`src/rtl/tx_merge_pkg.sv`:
```
// Shared definitions for the tx_merge slice: byte format, FSM encoding, pointer sizing.
package tx_merge_pkg;

    localparam int unsigned BYTE_W = 9;
    localparam int unsigned FV_BIT = 8;
    localparam int unsigned CNT_W  = 16;

    typedef logic [BYTE_W-1:0] mbyte_t;

    typedef enum logic [1:0] {
        S_IDLE  = 2'd0,
        S_XFER  = 2'd1,
        S_ABORT = 2'd2
    } state_e;

    // Width of an index into n streams (at least one bit).
    function automatic int unsigned ptr_w(input int unsigned n);
        return (n > 1) ? $clog2(n) : 1;
    endfunction

endpackage

```
`src/rtl/tx_merge_rr_pick.sv`:
```
// Combinational round-robin selector: first requester at or after ptr, wrapping.
module rr_pick
    import tx_merge_pkg::*;
#(
    parameter int unsigned N  = 4,
    parameter int unsigned PW = ptr_w(N)
) (
    input  logic [N-1:0]  req,
    input  logic [PW-1:0] ptr,
    output logic [N-1:0]  gnt,
    output logic          valid
);

    // Scan from ptr upward; the first hit wins.
    always_comb begin
        gnt   = '0;
        valid = 1'b0;
        for (int unsigned k = 0; k < N; k++) begin
            if (!valid && req[PW'((32'(ptr) + k) % N)]) begin
                gnt[PW'((32'(ptr) + k) % N)] = 1'b1;
                valid = 1'b1;
            end
        end
    end

endmodule

```
`src/rtl/tx_merge.sv`:
```
// Round-robin merge of NIN framed byte streams into one TX FIFO write port,
// with idle timeout that closes a dangling frame by writing 9'h000.
// Optional macro TXMERGE_STATS_EN adds per-input completed-frame counters (frame_cnt).
module tx_merge
    import tx_merge_pkg::*;
#(
    parameter int unsigned NIN     = 4,
    parameter logic [15:0] TIMEOUT = 16'd2048
) (
    input  logic                  sys_clk,
    input  logic                  sys_rst,
    input  logic [NIN-1:0]        in_req,
    output logic [NIN-1:0]        in_gnt,
    input  logic [NIN*BYTE_W-1:0] in_din,
    input  logic [NIN-1:0]        in_wr_en,
    output logic [NIN-1:0]        in_full,
    output logic [BYTE_W-1:0]     out_din,
    output logic                  out_wr_en,
    input  logic                  out_full,
    output logic [CNT_W-1:0]      abort_cnt
`ifdef TXMERGE_STATS_EN
    ,
    output logic [NIN*32-1:0]     frame_cnt
`endif
);

    localparam int unsigned PW = ptr_w(NIN);

    state_e           state, state_nx;
    logic [NIN-1:0]   gnt, gnt_nx;
    logic [PW-1:0]    gidx, gidx_nx;
    logic [PW-1:0]    rr_ptr, rr_nx;
    logic [PW-1:0]    ptr_inc;
    logic             sof, sof_nx;
    logic [CNT_W-1:0] idle_cnt, idle_nx;
    logic [CNT_W-1:0] abort_nx;
    mbyte_t           din_a [NIN];
    mbyte_t           cur;
    logic             accept;
    logic [NIN-1:0]   pick_gnt;
    logic             pick_valid;
    logic [PW-1:0]    pick_idx;
`ifdef TXMERGE_STATS_EN
    logic [31:0]      fc    [NIN];
    logic [31:0]      fc_nx [NIN];
`endif

    rr_pick #(.N(NIN), .PW(PW)) u_pick (
        .req   (in_req),
        .ptr   (rr_ptr),
        .gnt   (pick_gnt),
        .valid (pick_valid)
    );

    assign in_gnt  = gnt;
    assign ptr_inc = (gidx == PW'(NIN - 1)) ? '0 : gidx + PW'(1);

    // Unpack the flat input bus and encode the one-hot pick as an index.
    always_comb begin
        pick_idx = '0;
        for (int unsigned i = 0; i < NIN; i++) begin
            din_a[i] = in_din[i*BYTE_W +: BYTE_W];
            if (pick_gnt[i]) pick_idx = PW'(i);
        end
    end

`ifdef TXMERGE_STATS_EN
    // Flatten per-input frame counters onto the stats port.
    always_comb begin
        for (int unsigned i = 0; i < NIN; i++) frame_cnt[i*32 +: 32] = fc[i];
    end
`endif

    // Next-state, registered-next values and combinational datapath.
    always_comb begin
        state_nx  = state;
        gnt_nx    = gnt;
        gidx_nx   = gidx;
        rr_nx     = rr_ptr;
        sof_nx    = sof;
        idle_nx   = idle_cnt;
        abort_nx  = abort_cnt;
        cur       = din_a[gidx];
        accept    = 1'b0;
        out_din   = '0;
        out_wr_en = 1'b0;
        in_full   = '1;
`ifdef TXMERGE_STATS_EN
        fc_nx     = fc;
`endif
        case (state)
            S_IDLE: begin
                if (pick_valid) begin
                    gnt_nx   = pick_gnt;
                    gidx_nx  = pick_idx;
                    sof_nx   = 1'b0;
                    idle_nx  = '0;
                    state_nx = S_XFER;
                end
            end
            S_XFER: begin
                accept    = in_wr_en[gidx] & ~out_full;
                out_din   = cur;
                out_wr_en = accept;
                in_full   = ~gnt | {NIN{out_full}};
                if (accept) begin
                    idle_nx = '0;
                    if (cur[FV_BIT]) begin
                        sof_nx = 1'b1;
                    end else if (sof) begin
                        // Closing byte of a started frame: release and rotate.
                        gnt_nx   = '0;
                        rr_nx    = ptr_inc;
                        state_nx = S_IDLE;
`ifdef TXMERGE_STATS_EN
                        fc_nx[gidx] = fc[gidx] + 32'd1;
`endif
                    end
                end else begin
                    idle_nx = idle_cnt + CNT_W'(1);
                    if (idle_nx >= TIMEOUT) begin
                        // Stalled owner: drop grant; close the frame only if one was started.
                        gnt_nx   = '0;
                        rr_nx    = ptr_inc;
                        idle_nx  = '0;
                        state_nx = sof ? S_ABORT : S_IDLE;
                    end
                end
            end
            S_ABORT: begin
                out_din   = '0;
                out_wr_en = ~out_full;
                if (!out_full) begin
                    abort_nx = (abort_cnt == '1) ? abort_cnt : abort_cnt + CNT_W'(1);
                    sof_nx   = 1'b0;
                    state_nx = S_IDLE;
                end
            end
            default: begin
                state_nx = S_IDLE;
                gnt_nx   = '0;
            end
        endcase
        // Keep the write port quiet and all inputs stalled while reset is held.
        if (!sys_rst) begin
            out_wr_en = 1'b0;
            in_full   = '1;
        end
    end

    // State and control registers with synchronous active-low reset.
    always_ff @(posedge sys_clk) begin
        if (!sys_rst) begin
            state     <= S_IDLE;
            gnt       <= '0;
            gidx      <= '0;
            rr_ptr    <= '0;
            sof       <= 1'b0;
            idle_cnt  <= '0;
            abort_cnt <= '0;
`ifdef TXMERGE_STATS_EN
            for (int unsigned i = 0; i < NIN; i++) fc[i] <= '0;
`endif
        end else begin
            state     <= state_nx;
            gnt       <= gnt_nx;
            gidx      <= gidx_nx;
            rr_ptr    <= rr_nx;
            sof       <= sof_nx;
            idle_cnt  <= idle_nx;
            abort_cnt <= abort_nx;
`ifdef TXMERGE_STATS_EN
            fc        <= fc_nx;
`endif
        end
    end

endmodule
```
`config.mk`:
```
export PLATFORM = sky130hd
export DESIGN_NAME = tx_merge
export DESIGN_NICKNAME = d
export VERILOG_FILES = /design/src/rtl/tx_merge_pkg.sv /design/src/rtl/tx_merge_rr_pick.sv /design/src/rtl/tx_merge.sv
export SDC_FILE = /design/constraint.sdc
export NUM_CORES = 1
export LEC_CHECK = 0
export ABC_AREA = 1
export CORE_AREA = 2 2 81 83
export CTS_BUF_LIST = sky130_fd_sc_hd__clkbuf_4 sky130_fd_sc_hd__clkbuf_8
export CTS_CLUSTER_SIZE = 16
export DETAILED_ROUTE_END_ITERATION = 8
export DIE_AREA = 0 0 83 85
export HOLD_SLACK_MARGIN = 0.03
export PLACE_DENSITY = 0.92
export SLEW_MARGIN = 20
export SYNTH_ARGS = -nofsm -noshare
export SYNTH_HDL_FRONTEND = slang
export SYNTH_SLANG_ARGS = --single-unit
export TNS_END_PERCENT = 1
```
`constraint.sdc`:
```
create_clock -name sys_clk -period 2.93 [get_ports sys_clk]
set_clock_uncertainty 0.1 [all_clocks]
set_input_delay 0.879 -clock sys_clk [delete_from_list [all_inputs] [get_ports sys_clk]]
set_output_delay 0.879 -clock sys_clk [all_outputs]
set_load 0.005 [all_outputs]
```
; After elaboration in Yosys (flattened, before gate mapping)
; Cells that the tools add are included.
[word_totals]
regBits = 43
out_inout_bits = 34
input_bits = 47
wordCells = 133
[classes]
n_reduce_logical = 21
muxes = 65
n_bitwise = 10
addsub = 6
n_lt_le_gt_ge = 11
n_eq_ne = 13
[op_table]
columns = cell, n
row1 = two-way mux 16 bit, 3
row2 = two-way mux 4 bit, 11
row3 = adder 16 x 1 -> 16 bit (second input constant), 2
row4 = one-hot mux 16 bit (2 select lines), 1
row5 = two-way mux 2 bit, 14
row6 = two-way mux 9 bit, 3
row7 = two-way mux 1 bit, 19
row8 = binary-select mux 9 bit (select 2 bit), 1
row9 = == test 16 bit (second input constant), 1
row10 = >= comparator 16 x 12 -> 1 bit (second input constant), 1
row11 = bitwise OR 4 bit, 4
row12 = less-than comparator 2 x 3 -> 1 bit (second input constant), 5
row13 = AND reduction 5 bit, 3
row14 = inequality test 2 bit (second input constant), 6
row15 = one-hot mux 4 bit (3 select lines), 1
row16 = binary-select mux 1 bit (select 2 bit), 5
row17 = inequality test 3 bit (second input constant), 3
row18 = demux 1 bit (select 2 bit), 4
row19 = >= comparator 2 x 1 -> 1 bit (second input constant), 4
row20 = logical AND 1 bit, 7
row21 = one-hot mux 2 bit (3 select lines), 1
row22 = adder 2 x 1 -> 2 bit (second input constant), 2
row23 = adder 2 bit (second input constant), 2
row24 = == test 2 bit (second input constant), 2
row25 = other kinds (15), 21

; Depth between registers and ports, before layout
; Gate-level depths: netlist (run 1).
[depth]
word_depth = 15
mapped_depth = 15
depth_no_buf = 14

; Hierarchy
; A second synthesis (run 1) with hierarchy kept.
[hier_totals]
cells_unflattened = 480
area_unflattened_um2 = 3031.7
[by_module_without_submodules]
columns = module, n_inst, cells_each, area_per_inst_um2, seq_area_each_um2
row1 = tx_merge, 1, 404, 2612.5, 860.8
row2 = rr_pick, 1, 76, 419.2, 0.0

; Least setup slack after synthesis (run 1)
; No wires, ideal clock.
[synth_path]
kind = input to output
start = input port in_wr_en[1]
end = output port out_wr_en
cell_stages = 8
path_slack_ps = 551
path_buffers = 0
required_time_ps = 1951
t_arrival_ps = 1400
cell_sequence = inv_1 > nand2_1 > nand3_1 > nand2_1 > nand2_1 > inv_2 > nand2_1 > a21oi_1
[synth_between]
elab_chain_cells = 5
[synth_lines]
columns = element, line_no
row1 = from (decl), tx_merge.sv:15  ; input logic [NIN-1:0] in_wr_en,
row2 = binary-select mux 1 bit (select 2 bit), tx_merge.sv:102  ; accept = in_wr_en[gidx] & ~out_full;
row3 = two-way mux 1 bit (implied by the code), tx_merge.sv:102
row4 = AND 1 bit, tx_merge.sv:102
row5 = one-hot mux 1 bit (2 select lines), tx_merge.sv:91  ; case (state)
row6 = two-way mux 1 bit, tx_merge.sv:145  ; if (!sys_rst) begin
row7 = to (decl), tx_merge.sv:18  ; output logic out_wr_en,
; No other way between the ends. The select of a mux whose other input is x is not followed.

; Worst setup path in the final report (run 1)
[layout_path]
start = input port in_din[0]
end = output port out_din[0]
[layout_between]
elab_chain_cells = 4
[layout_lines]
columns = element, line_no
row1 = from (decl), tx_merge.sv:14  ; input logic [NIN*BYTE_W-1:0] in_din,
row2 = binary-select mux 9 bit (select 2 bit), tx_merge.sv:83  ; cur = din_a[gidx];
row3 = two-way mux 9 bit (implied by the code) (2 in a row), tx_merge.sv:83
row4 = two-way mux 9 bit, tx_merge.sv:91
row5 = to (decl), tx_merge.sv:17  ; output logic [BYTE_W-1:0] out_din,
; No other way between the ends. The select of a mux whose other input is x is not followed.

==> results of run 1 <==
[logic make-up after synthesis]
logic type	after synthesis	synth area share, %
adders and majority gates	12	4.900
and+or+nand+nor	297	44.18
DFF	43	28.09
xor gates and xnor gates	10	3.104
buffers and inverters	61	8.330
AOI/OAI and AO/OA	66	11.39
[power by group through the flow]
stage          Clock [W]  Combinational, W  Sequential [W]
2_1_floorplan          0          0.000950        0.000715
3_3_place_gp           0           0.00132        0.000725
3_5_place_dp           0           0.00137        0.000729
4_1_cts         0.000388           0.00136        0.000715
5_1_grt         0.000414           0.00154        0.000727
6_report        0.000384           0.00137        0.000715
[critical path: cells and delay by family]
family,cells,cell delay (ns)
compound gates,2,0.28
buf+inv,2,0.69
simple gates,2,0.13
[what timing repair did]
action,4_1_cts,5_1_grt
gates resized for setup,31,15
setup endpoints to repair,14,9
gates cloned,0,0
pin swaps,5,7
[final cells by class]
class	count	area, µm²	area share (%)
well taps	77	96.34	2.328
clock buffers	6	76.32	1.844
flip-flops and latches	43	860.8	20.80
repair buffers	97	915.9	22.13
multi-input cells	385	1981	47.85
inverters	51	196.4	4.746
clock inverters	2	12.51	0.3023
[cell usage after synthesis (2+ instances only)]
cell type    n
nor2_1      93
nor2_2       7
and3_1       2
dfxtp_1     43
a21oi_1     26
nand2_2      8
nand3_2      4
nand4_1      8
nand2_1    113
buf_2        2
or2_2        2
a21oi_2      4
o21ai_1      2
nor3_2       2
o21ai_0     32
nand3_1     33
clkbuf_1     4
buf_1        2
nand2_4      6
inv_2        3
xnor2_1      2
xor2_1       7
ha_1        12
nor3_1      14
inv_1       47
[metrics by stage]
stage | hold WS, ns | setup TNS [ns] | power (W) | instance area, µm² | util (%)
2_1_floorplan | 0.3369 | 0 | 0.001665 | 3064 | -
3_3_place_gp | 0.3466 | -4.356 | 0.002046 | 4030 | 64.95
3_5_place_dp | 0.3582 | -4.624 | 0.002097 | 4030 | 64.95
4_1_cts | 0.3700 | -0.2601 | 0.002463 | 4133 | 66.61
5_1_grt | 0.4014 | -0.4054 | 0.002683 | 4139 | 66.71
6_report | 0.3655 | -0.02104 | 0.002472 | 4139 | 66.71
[layer usage]
metal	part of all wire, %	GRT usage (%)	vias up
met4	2.6	11.92	0
met3	6.8	5.156	30
met5	0	0	-
met2	49	43.26	152
met1	42	27.39	1560
li1	-	-	1752
[path summary, 6_finish.rpt]
| path | start | end | cells past startpoint |
|---|---|---|---|
| min | idle_cnt[15] | idle_cnt[15] | 2 |
| min reg2reg | idle_cnt[15] | idle_cnt[15] | 2 |
| max reg2reg | rr_ptr[0] | idle_cnt[9] | 13 |
| max | in_din[0] | out_din[0] | 6 |
[state kept, by name (all words and copies together), names as in the netlist]
| register | flops |
|---|---|
| abort_cnt | 16 |
| idle_cnt | 16 |
| state | 2 |
| rr_ptr | 2 |
| gidx | 2 |
| in_gnt | 4 |
| sof | 1 |
==> impl_metrics.py, run 1 <==
metrics = {
    "cts": {
        "numClockSinks": 43,
        "hold_buffers": 0,
        "cts.clk_slew.worst_paths_ns": 0.08,
        "cts_root_buffer": "clkbuf_8",
        "clock_latency_ns": 0.30,
        "cts_tree": "yes",
        "clockBufferDepth": 2,
        "cts_buffers": 5,
        "htreeDepth": 2,
        "post_cts_buffers": 0,
    },
    "grt": {
        "grt.overflow.total": 0,
        "grt_pass1_wl_mm": 14.55,
        "grt_max_degree": 19,
        "grt_pass1_vias": 3500,
        "grt_antenna_before_repair": 0,
        "grtUsageTotal_pct": 24.20,
    },
    "setup_path": {
        "crit_type": "in -> out",
        "cp_data_arrival_time_ns": 1.97,
        "critPathMaxFanout": 1,
        "startpoint_type": "input port",
        "rrSetupSlack_ns": 0.49,
        "crit_chain": "clkdlybuf4s50_1, nor2_1, nor2_1, o21ai_0, a21oi_1, clkdlybuf4s15_2",
        "cp.required_ns": 1.95,
        "critPathMaxStageDelay_ns": 0.46,
        "crit_path_frequent_cell": "nor2_1",
        "end_kind": "primary output",
        "critPathSlowestCell": "clkdlybuf4s50_1",
    },
    "sta": {
        "min_period_ns": 2.951,
        "finalHoldViolCount": 0,
        "finalSetupViolCount": 1,
        "max_freq_ghz": 0.3389,
        "final_max_slew_viol_count": 0,
        "fin_ws_ns": -0.02104,
        "worstMarginPinSlew_ns": 0.3541,
        "finalCritPeriodShare_pct": 100.7,
        "slew_headroom_pct": 76.21,
        "rsz0062_at_grt": "true",
    },
    "status": {
        "status": "complete, but fails checks",
        "violations": "setup timing",
    },
    "drt": {
        "vias": 3494,
        "wl_mm": 8.427,
        "vias_per_cell": 5.286,
        "drt.antenna.violating_nets": 0,
        "drc": 0,
        "drt_pass1_iterations": 4,
        "wl_per_cell_um": 12.75,
        "drtIter0Drc": 253,
    },
    "synthesis": {
        "syn_area_per_cell_um2": 6.266,
        "ys_seq_area_share_pct": 28.09,
        "synthArstFlopShare_pct": 0,
        "synth-edff-count": 0,
        "synth_fp_nets": 548,
        "ys_types": 36,
        "synth_area_um2": 3064,
        "ys.flop_type": "dfxtp_1",
        "ys_seq_elements": 43,
        "yosys_warnings": 0,
        "synth_top_cell_by_area": "dfxtp_1",
        "synth_area_leaders": "dfxtp_1 28%, nand2_1 14%, nor2_1 11%",
        "syn_inst": 489,
        "synth_top_area_share_pct": 28.09,
    },
    "floorplan": {
        "die-width_um": 83,
        "start_util_pct": 49.38,
        "dieArea_um2": 7055,
        "io_pins": 81,
        "die_h_um": 85,
        "rows": 29,
        "coreArea_um2": 6205,
    },
    "finish": {
        "final_common_cell": "nand2_1",
        "drive_above_1_share_pct": 13.36,
        "area_growth_syn_to_layout_pct": 35.08,
        "num_antenna_cells": 0,
        "final_cell_mix": "110 x nand2_1, 93 x nor2_1, 60 x clkdlybuf4s50_1",
        "fillers": 514,
        "finalNonFillerCells": 661,
        "fin_nets": 642,
    },
    "place": {
        "gp_congestion": 0.9505,
        "dp_hpwl_mm": 6.413,
        "dp.cells": 653,
        "place_ws_ns": -0.5655,
        "io_buffers": 80,
    },
    "power_and_ir_drop": {
        "seq_power_share_pct": 28.9,
        "power.leakage_nw": 1.724,
        "combPwrFrac_pct": 55.5,
        "power_per_cell_area_nw_per_um2": 597.3,
        "switching_share_pct": 45.28,
        "clockPowerShare_pct": 15.5,
        "p_sw_w": 0.001119,
        "intPower_w": 0.001353,
        "irDropWorstVdd_mv": 0.4464,
    },
    "run": {
        "drv_cap": 0,
    },
    "worst_hold_path": {
        "hp-class": "reg -> reg",
    },
}
Note: power is estimated with default switching activity, not from simulation.
==> inputs of run 2 (changes only) <==
- CORE_AREA: 2 2 81 83 -> 2 2 72 74
- DIE_AREA: 0 0 83 85 -> 0 0 74 76
- DONT_BUFFER_PORTS: default -> 1
- PLACE_DENSITY: 0.92 -> 0.89
==> impl_metrics.py, run 2 (synthesized netlist as in run 1, its figures left out) <==
metrics = {
    "cts": {
        "numClockSinks": 43,
        "post_cts_buffers": 0,
        "cts_resized": 0,
        "cts.clk_slew.worst_paths_ns": 0.08,
        "cts_root_buffer": "clkbuf_8",
        "cts_tree": "yes",
        "hold_buffers": 0,
        "clock_latency_ns": 0.30,
        "htreeDepth": 2,
        "clockBufferDepth": 2,
        "cts_buffers": 5,
    },
    "status": {
        "status": "finished, final reports clean",
    },
    "place": {
        "dp_hpwl_mm": 5.429,
        "gp_congestion": 0.8531,
        "io_buffers": 0,
    },
    "grt": {
        "grt_pass1_vias": 2708,
        "grt_antenna_before_repair": 0,
        "grt_pass1_wl_mm": 11.50,
        "grt_max_degree": 25,
        "grt.overflow.total": 0,
        "grtUsageTotal_pct": 25.23,
    },
    "setup_path": {
        "cp.depth": 8,
        "crit_chain": "inv_1, nand2_1, nand3_1, nand2_1, nand2_1, inv_2, nand2_1, a21oi_1",
        "cp.required_ns": 1.95,
        "startpoint_type": "flip-flop",
        "crit_family": "simple AND/OR/NAND/NOR gates",
        "crit_buf_inv": 2,
        "cp_data_arrival_time_ns": 1.75,
        "crit_path_frequent_cell": "nand2_1",
        "end_kind": "primary output",
        "critPathMaxStageDelay_ns": 0.42,
        "critPathMaxFanout": 20,
        "crit_type": "reg -> out",
        "worstRegToRegCells": 13,
        "critPathSlowestCell": "dfxtp_1",
    },
    "sta": {
        "rsz0062_at_grt": "false",
        "max_freq_ghz": 0.3667,
        "worstMarginPinSlew_ns": 0.4867,
        "finalHoldViolCount": 0,
        "min_period_ns": 2.727,
        "finalSetupViolCount": 0,
        "setup_tns_ns": 0,
        "final_max_slew_viol_count": 0,
        "slew_headroom_pct": 67.51,
        "finalCritPeriodShare_pct": 93.07,
    },
    "worst_hold_path": {
        "hp-class": "reg -> reg",
        "holdPathStages": 2,
    },
    "finish": {
        "final_common_cell": "nand2_1",
        "final_cell_mix": "113 x nand2_1, 93 x nor2_1, 47 x inv_1",
        "area_growth_syn_to_layout_pct": 5.063,
        "drive_above_1_share_pct": 10.41,
        "num_antenna_cells": 0,
        "fin_nets": 548,
    },
    "run": {
        "drv_cap": 0,
    },
    "drt": {
        "drc": 0,
        "wl_per_cell_um": 12.71,
        "drtIter0Drc": 148,
        "drt_pass1_iterations": 4,
        "vias_per_cell": 5.470,
        "drt.antenna.violating_nets": 0,
        "wl_mm": 7.116,
        "vias": 3063,
    },
    "power_and_ir_drop": {
        "power.leakage_nw": 1.307,
        "irDropWorstVdd_mv": 0.5604,
        "total_power_w": 0.002271,
        "power_per_cell_area_nw_per_um2": 705.3,
    },
    "floorplan": {
        "die-width_um": 74,
        "start_util_pct": 62.38,
        "rows": 26,
        "coreArea_um2": 4912,
        "dieArea_um2": 5624,
        "io_pins": 81,
        "die_h_um": 76,
    },
}
## run 2: worst reg2reg max path: stages (launching register included)
cell	delay [ns]
dfxtp_1	0.47
inv_1	0.16
ha_1	0.38
inv_1	0.07
nand3_1	0.10
nand2_2	0.08
nand2_4	0.09
nor2_4	0.03
nand2_2	0.09
nand2_4	0.07
nand2_4	0.22
nand2_2	0.08
or2_2	0.28
a21oi_2	0.11
## run 2: final cells by class
type                    instances  area [µm²]
multi-input cells             385        1948
clock buffers                   8       103.9
flip-flops and latches         43       860.8
fillers                       437        1693
repair buffers                  3       22.52
inverters                      51       196.4
well taps                      70       87.58
## run 2: through the flow
| stage | hold slack (ns) | util, % | instances | area, µm² | worst slack, ns |
|---|---|---|---|---|---|
| final | 0.3709 | 65.54 | 560 | 3219 | 0.2031 |
| after CTS | 0.3685 | 65.54 | 560 | 3219 | 0.2014 |
| after global routing | 0.3784 | 65.54 | 560 | 3219 | 0.02158 |
| after global placement | 0.3457 | 63.42 | 552 | 3115 | 0.3960 |
| after floorplan | 0.3369 | - | 489 | 3064 | 0.5508 |
| after detailed placement | 0.3552 | 63.42 | 552 | 3115 | 0.3682 |
## run 2: path summary, 6_finish.rpt
kind / start / to / slack, ns
setup / recovery: gidx[0] / out_wr_en / 0.20
hold / removal: idle_cnt[15] / idle_cnt[15] / 0.37
setup reg to reg: rr_ptr[1] / idle_cnt[9] / 0.55
hold reg to reg: idle_cnt[15] / idle_cnt[15] / 0.37
## run 2: where the power goes
group / internal [W] / switching, W / leakage, nW / total (W)
Sequential: 0.000651 / 0.0000779 / 0.348 / 0.000729
Combinational: 0.000349 / 0.000767 / 0.904 / 0.00112
Clock: 0.000224 / 0.000202 / 0.0549 / 0.000427
Total: 0.00122 / 0.00105 / 1.31 / 0.00227
## run 2: metal layers
| layer | track usage, % | routed length (µm) | part of all wire (%) | up-vias |
|---|---|---|---|---|
| met5 | 0 | 0 | 0 | - |
| met1 | 27.75 | 2963 | 42 | 1383 |
| met2 | 45.98 | 3537 | 50 | 105 |
| met3 | 5.820 | 521 | 7.3 | 9 |
| met4 | 8.727 | 94 | 1.3 | 0 |
| li1 | - | - | - | 1566 |
